## src/rtl/cmsdk_mcu_rst_seq.sv

```systemverilog
// Reset sequencer and APB clock-enable generator: merges reset requests, holds/staggers HRESETn/PRESETn.
// Optional sticky reset-cause register is enabled by defining CMSDK_MCU_RSTCAUSE_EN.
module cmsdk_mcu_rst_seq #(
    parameter int NUM_REQ     = 4,
    parameter int HOLD_CYCLES = 16,
    parameter int STAGGER     = 4,
    parameter int PCLK_DIV    = 2
) (
    input  logic               FCLK,
    input  logic               PORESET,
    input  logic [NUM_REQ-1:0] RESET_REQ,
    input  logic               RSTCAUSE_CLR,
    output logic               HRESETn,
    output logic               PRESETn,
    output logic               PCLKEN,
    output logic               RST_BUSY,
    output logic [NUM_REQ:0]   RSTCAUSE
);

    localparam int CNT_MAX = (HOLD_CYCLES > STAGGER) ? HOLD_CYCLES : STAGGER;
    localparam int CNT_W   = $clog2(CNT_MAX);
    localparam int DIV_W   = (PCLK_DIV > 1) ? $clog2(PCLK_DIV) : 1;

    localparam logic [CNT_W-1:0] HOLD_LAST = CNT_W'(HOLD_CYCLES - 1);
    localparam logic [CNT_W-1:0] STG_LAST  = CNT_W'((STAGGER > 0) ? STAGGER - 1 : 0);
    localparam logic [DIV_W-1:0] DIV_LAST  = DIV_W'(PCLK_DIV - 1);

    typedef enum logic [1:0] {
        ST_ASSERT,
        ST_STAGGER,
        ST_RUN
    } state_t;

    state_t           state;
    logic [CNT_W-1:0] cnt;
    logic [DIV_W-1:0] div_cnt;
    logic             req_any;

    assign req_any = |RESET_REQ;

    // NOTE: all state is updated with non-blocking assignments so every flop samples pre-edge values.
    always_ff @(posedge FCLK or posedge PORESET) begin
        if (PORESET) begin
            state    <= ST_ASSERT;
            cnt      <= '0;
            HRESETn  <= 1'b0;
            PRESETn  <= 1'b0;
            RST_BUSY <= 1'b1;
        end else begin
            case (state)
                ST_ASSERT: begin
                    if (req_any) begin
                        cnt <= '0;
                    end else if (cnt == HOLD_LAST) begin
                        cnt     <= '0;
                        HRESETn <= 1'b1;
                        if (STAGGER == 0) begin
                            PRESETn  <= 1'b1;
                            RST_BUSY <= 1'b0;
                            state    <= ST_RUN;
                        end else begin
                            state <= ST_STAGGER;
                        end
                    end else begin
                        cnt <= cnt + 1'b1;
                    end
                end
                ST_STAGGER: begin
                    if (req_any) begin
                        cnt     <= '0;
                        HRESETn <= 1'b0;
                        PRESETn <= 1'b0;
                        state   <= ST_ASSERT;
                    end else if (cnt == STG_LAST) begin
                        cnt      <= '0;
                        PRESETn  <= 1'b1;
                        RST_BUSY <= 1'b0;
                        state    <= ST_RUN;
                    end else begin
                        cnt <= cnt + 1'b1;
                    end
                end
                ST_RUN: begin
                    if (req_any) begin
                        cnt      <= '0;
                        HRESETn  <= 1'b0;
                        PRESETn  <= 1'b0;
                        RST_BUSY <= 1'b1;
                        state    <= ST_ASSERT;
                    end
                end
                default: begin
                    cnt      <= '0;
                    HRESETn  <= 1'b0;
                    PRESETn  <= 1'b0;
                    RST_BUSY <= 1'b1;
                    state    <= ST_ASSERT;
                end
            endcase
        end
    end

    // Divider runs from power-on only so the APB cadence is stable across warm resets.
    always_ff @(posedge FCLK or posedge PORESET) begin
        if (PORESET) begin
            div_cnt <= '0;
            PCLKEN  <= (PCLK_DIV == 1);
        end else begin
            PCLKEN  <= (div_cnt == DIV_LAST);
            div_cnt <= (div_cnt == DIV_LAST) ? '0 : div_cnt + 1'b1;
        end
    end

`ifdef CMSDK_MCU_RSTCAUSE_EN
    localparam logic [NUM_REQ:0] CAUSE_POR = {{NUM_REQ{1'b0}}, 1'b1};

    logic [NUM_REQ:0] cause;

    // A request on the same edge as a clear keeps its bit set.
    always_ff @(posedge FCLK or posedge PORESET) begin
        if (PORESET) begin
            cause <= CAUSE_POR;
        end else begin
            cause <= (RSTCAUSE_CLR ? '0 : cause) | {RESET_REQ, 1'b0};
        end
    end

    assign RSTCAUSE = cause;
`else
    logic unused_clr;

    assign unused_clr = RSTCAUSE_CLR;
    assign RSTCAUSE   = '0;
`endif

endmodule

```

## config.mk

```make
export PLATFORM = sky130hd
export DESIGN_NAME = cmsdk_mcu_rst_seq
export DESIGN_NICKNAME = d
export VERILOG_FILES = /design/src/rtl/cmsdk_mcu_rst_seq.sv
export SDC_FILE = /design/constraint.sdc
export NUM_CORES = 1
export LEC_CHECK = 0
export ABC_CLOCK_PERIOD_IN_PS = 1700
export CORE_UTILIZATION = 43
export DETAILED_ROUTE_END_ITERATION = 10
export HOLD_SLACK_MARGIN = 0.03
export PLACE_DENSITY_LB_ADDON = 0.25
export SYNTH_ARGS = -nofsm -noshare
export SYNTH_HDL_FRONTEND = slang
export SYNTH_SLANG_ARGS = --single-unit
```

## constraint.sdc

```tcl
create_clock -name FCLK -period 1.7 [get_ports FCLK]
set_clock_uncertainty 0.15 [all_clocks]
set_input_delay 0.255 -clock FCLK [delete_from_list [all_inputs] [get_ports FCLK]]
set_output_delay 0.255 -clock FCLK [all_outputs]
set_load 0.05 [all_outputs]
```

==> results <==
==> how the worst min path moves through the flow <==
stage	start	slack [ns]	end	cells after the start
3_5_place_dp	div_cnt	0.22	PCLKEN	0
6_report	PORESET	0.12	PRESETn	2
2_1_floorplan	PORESET	-0.04	HRESETn	1
3_3_place_gp	div_cnt	0.21	PCLKEN	0
5_1_grt	PORESET	0.18	PRESETn	2
4_1_cts	PORESET	0.13	PRESETn	2
==> metrics by stage <==
step                worst slack, ns  hold slack [ns]  power, W  std cells
CTS                         0.00243            0.129  0.000516        112
floorplan                    0.0576          -0.0433  0.000321         80
global route                -0.0608            0.183  0.000535        113
global placement             -0.193            0.213  0.000333        108
finish                       0.0118            0.125  0.000510        113
detailed placement           -0.228            0.224  0.000334        108
==> registers in the layout, indices dropped and copies added, names as in the netlist <==
name and count:
RST_BUSY 1, div_cnt 1, PRESETn 1, PCLKEN 1
cnt 4, HRESETn 1, state 2
==> cell usage after synthesis <==
cell type / n
buf_4: 5
and3_1: 1
or4b_2: 1
xnor2_1: 1
o41ai_2: 1
or2_2: 1
o311ai_1: 1
nor3_1: 3
nand3_1: 4
nand2_1: 5
nor2b_1: 1
or3b_2: 1
buf_6: 1
conb_1: 1
o21ai_0: 5
nor4_1: 1
dfstp_2: 1
dfrtp_1: 10
o21ai_2: 1
a21oi_1: 10
o211ai_1: 1
clkbuf_1: 2
nor2_1: 5
ha_1: 4
a21o_1: 1
or3_1: 2
or4_4: 1
inv_1: 4
o22a_1: 1
==> power breakdown <==
group          leakage (nW)  switching (W)  internal, W   total, W
combinational         0.271      0.0000450    0.0000218  0.0000668
sequential            0.146     0.00000114     0.000263   0.000264
clock                0.0150      0.0000882    0.0000908   0.000179
total                 0.431       0.000134     0.000376   0.000510
==> cells by family after synthesis <==
group | count (synthesis)
AO/OA/AOI/OAI | 21
XOR/XNOR | 1
adder cells (fa/ha/maj) | 4
buffers and inverters | 12
flip-flops | 11
other | 1
AND/OR/NAND/NOR | 26
==> final cells by class <==
class / instances / share of cell area [%]
inverter: 4 / 1.67
clock buffer: 4 / 2.92
sequential: 11 / 30.7
multi-input combinational: 57 / 42.1
timing repair buffer: 21 / 20.3
tap: 16 / 2.23
==> what timing repair did <==
action,CTS,global route
pin swaps,1,1
buffers inserted,0,1
setup endpoints to repair,3,4
resized for setup,1,4
==> cell usage in the layout, fill, tap and decap left out, types with 3 or more instances in the layout <==
| cell | count |
|---|---|
| buf_4 | 15 |
| dfrtp_1 | 10 |
| a21oi_1 | 8 |
| nor2_1 | 5 |
| nand2_1 | 5 |
| conb_1 | 5 |
| clkdlybuf4s50_1 | 5 |
| nand3_1 | 4 |
| o21ai_0 | 4 |
| nor3_1 | 3 |
| clkbuf_4 | 3 |
==> layer usage <==
metal	GRT usage, %	wire length (um)
met5	0	0
met4	7.74	6
met3	2.61	22
met2	29.7	731
met1	23.6	721
==> metrics.txt <==
number of cells on the critical path 6; Port Buf Inserts 9; Critical Path Sink cnt[0]; layout cells sized above 1 between 30% and 40%; Wirelength per Cell between 10 and 15 um; Worst-path clk slew around 0.07 ns; sequential area share after synthesis 40.5%; Crit Path Class flip-flop to flip-flop; cell area after synthesis about 680 um^2; initial antenna violation count 0; Root Driver clkbuf_4; Synth top area share approximately 37%; largest family of logic cells by synthesized area simple AND/OR/NAND/NOR gates; TritonCTS clock tree yes; Multi-input gate area about 380 um^2; drt drc 0; Reg2Reg Depth 6; syn avg cell area 8.99 um^2; fmax approximately 590 MHz; starting density of the core between 40 and 50%; drt first pass iters 4; status completed; max incr delay on CP around 0.46 ns; Setup crit end kind flip-flop; data required time of the critical path around 1.7 ns; PwrDens 567 nW/um^2; total grt overflow 0; Layout area overhead 31.7%; RSZ-0062 raised after global routing true; IO Count 16; Pins Over Slew Limit 0; initial drt markers 9; crit path DAT ~1.7 ns; Crit path max-delay family simple AND/OR/NAND/NOR gates; reg-to-reg startpoint state[0]; largest net degree at the start of global routing 13; Critical Path Source Type flip-flop; post-layout util 60.4%; Synth Area in Compound Gates 19.4%; filler cell count 129; CP max FO 4; Synth Area in Simple Gates about a fifth; Final GP Congestion about 0.77; fin crit share between 90 and 100%; post-synth top area cell dfrtp_1; fin crit period roughly 1.7 ns; Synth Area in Adders about 7.3%; Final Hold Fails 0; R2R Path End cnt[0]; Synthesis Warnings 0; crit-path cells inv_2 > ha_4 > or4b_4 > o211ai_1 > or3_1 > a21oi_1; Slowest-stage cell, CP or4b_4; endpoints failing setup 0; post-synthesis cell count 76; Pleak roughly 0.43 nW; Die ar. roughly 1800 um^2; maximum vdd drop about 0.00044 V; post-synth cell types 29; hold_buf cts 0; DP HPWL about 1100 um; mux cell area share after synthesis 0%; number of buffers created by CTS 3; Worst Path Buf+Inv 1; Clock Path Buffers 2; fin area approximately 900 um^2; reg-to-reg setup timing slack approximately 0.012 ns; Std-Cell Rows 14; Final nets approximately 110; final WL around 1500 um; H-Tree Depth 1; Seq cells post-synth 11; Die Ht about 42 um; via count 587; Routed Antenna Nets 0; clk_lat worst skew between 0.2 and 0.3 ns; ANT cells 0; most area-consuming cells after synthesis dfrtp_1 37%, a21oi_1 7.3%, ha_1 7.3%, buf_4 5.5%, dfstp_2 3.8%; core area ~1500 um^2; CTS sink cnt 11; vias in the first global route about 550; Total Routing Usage GR 18.1%; MaxCap Viol Count 0; HP Class input port to async pin; FF+latch area about 280 um^2; drt via density 5.19; first-pass GRT wire length 2370 um; Crit. Startpoint state[0]; Die Wd 41.9 um; setup total negative slack 0 ns; post-synthesis xor/xnor area fraction roughly 1.3%; placed cell areas approximately 850 um^2
No activity file was read; power rests on OpenSTA's default activity.
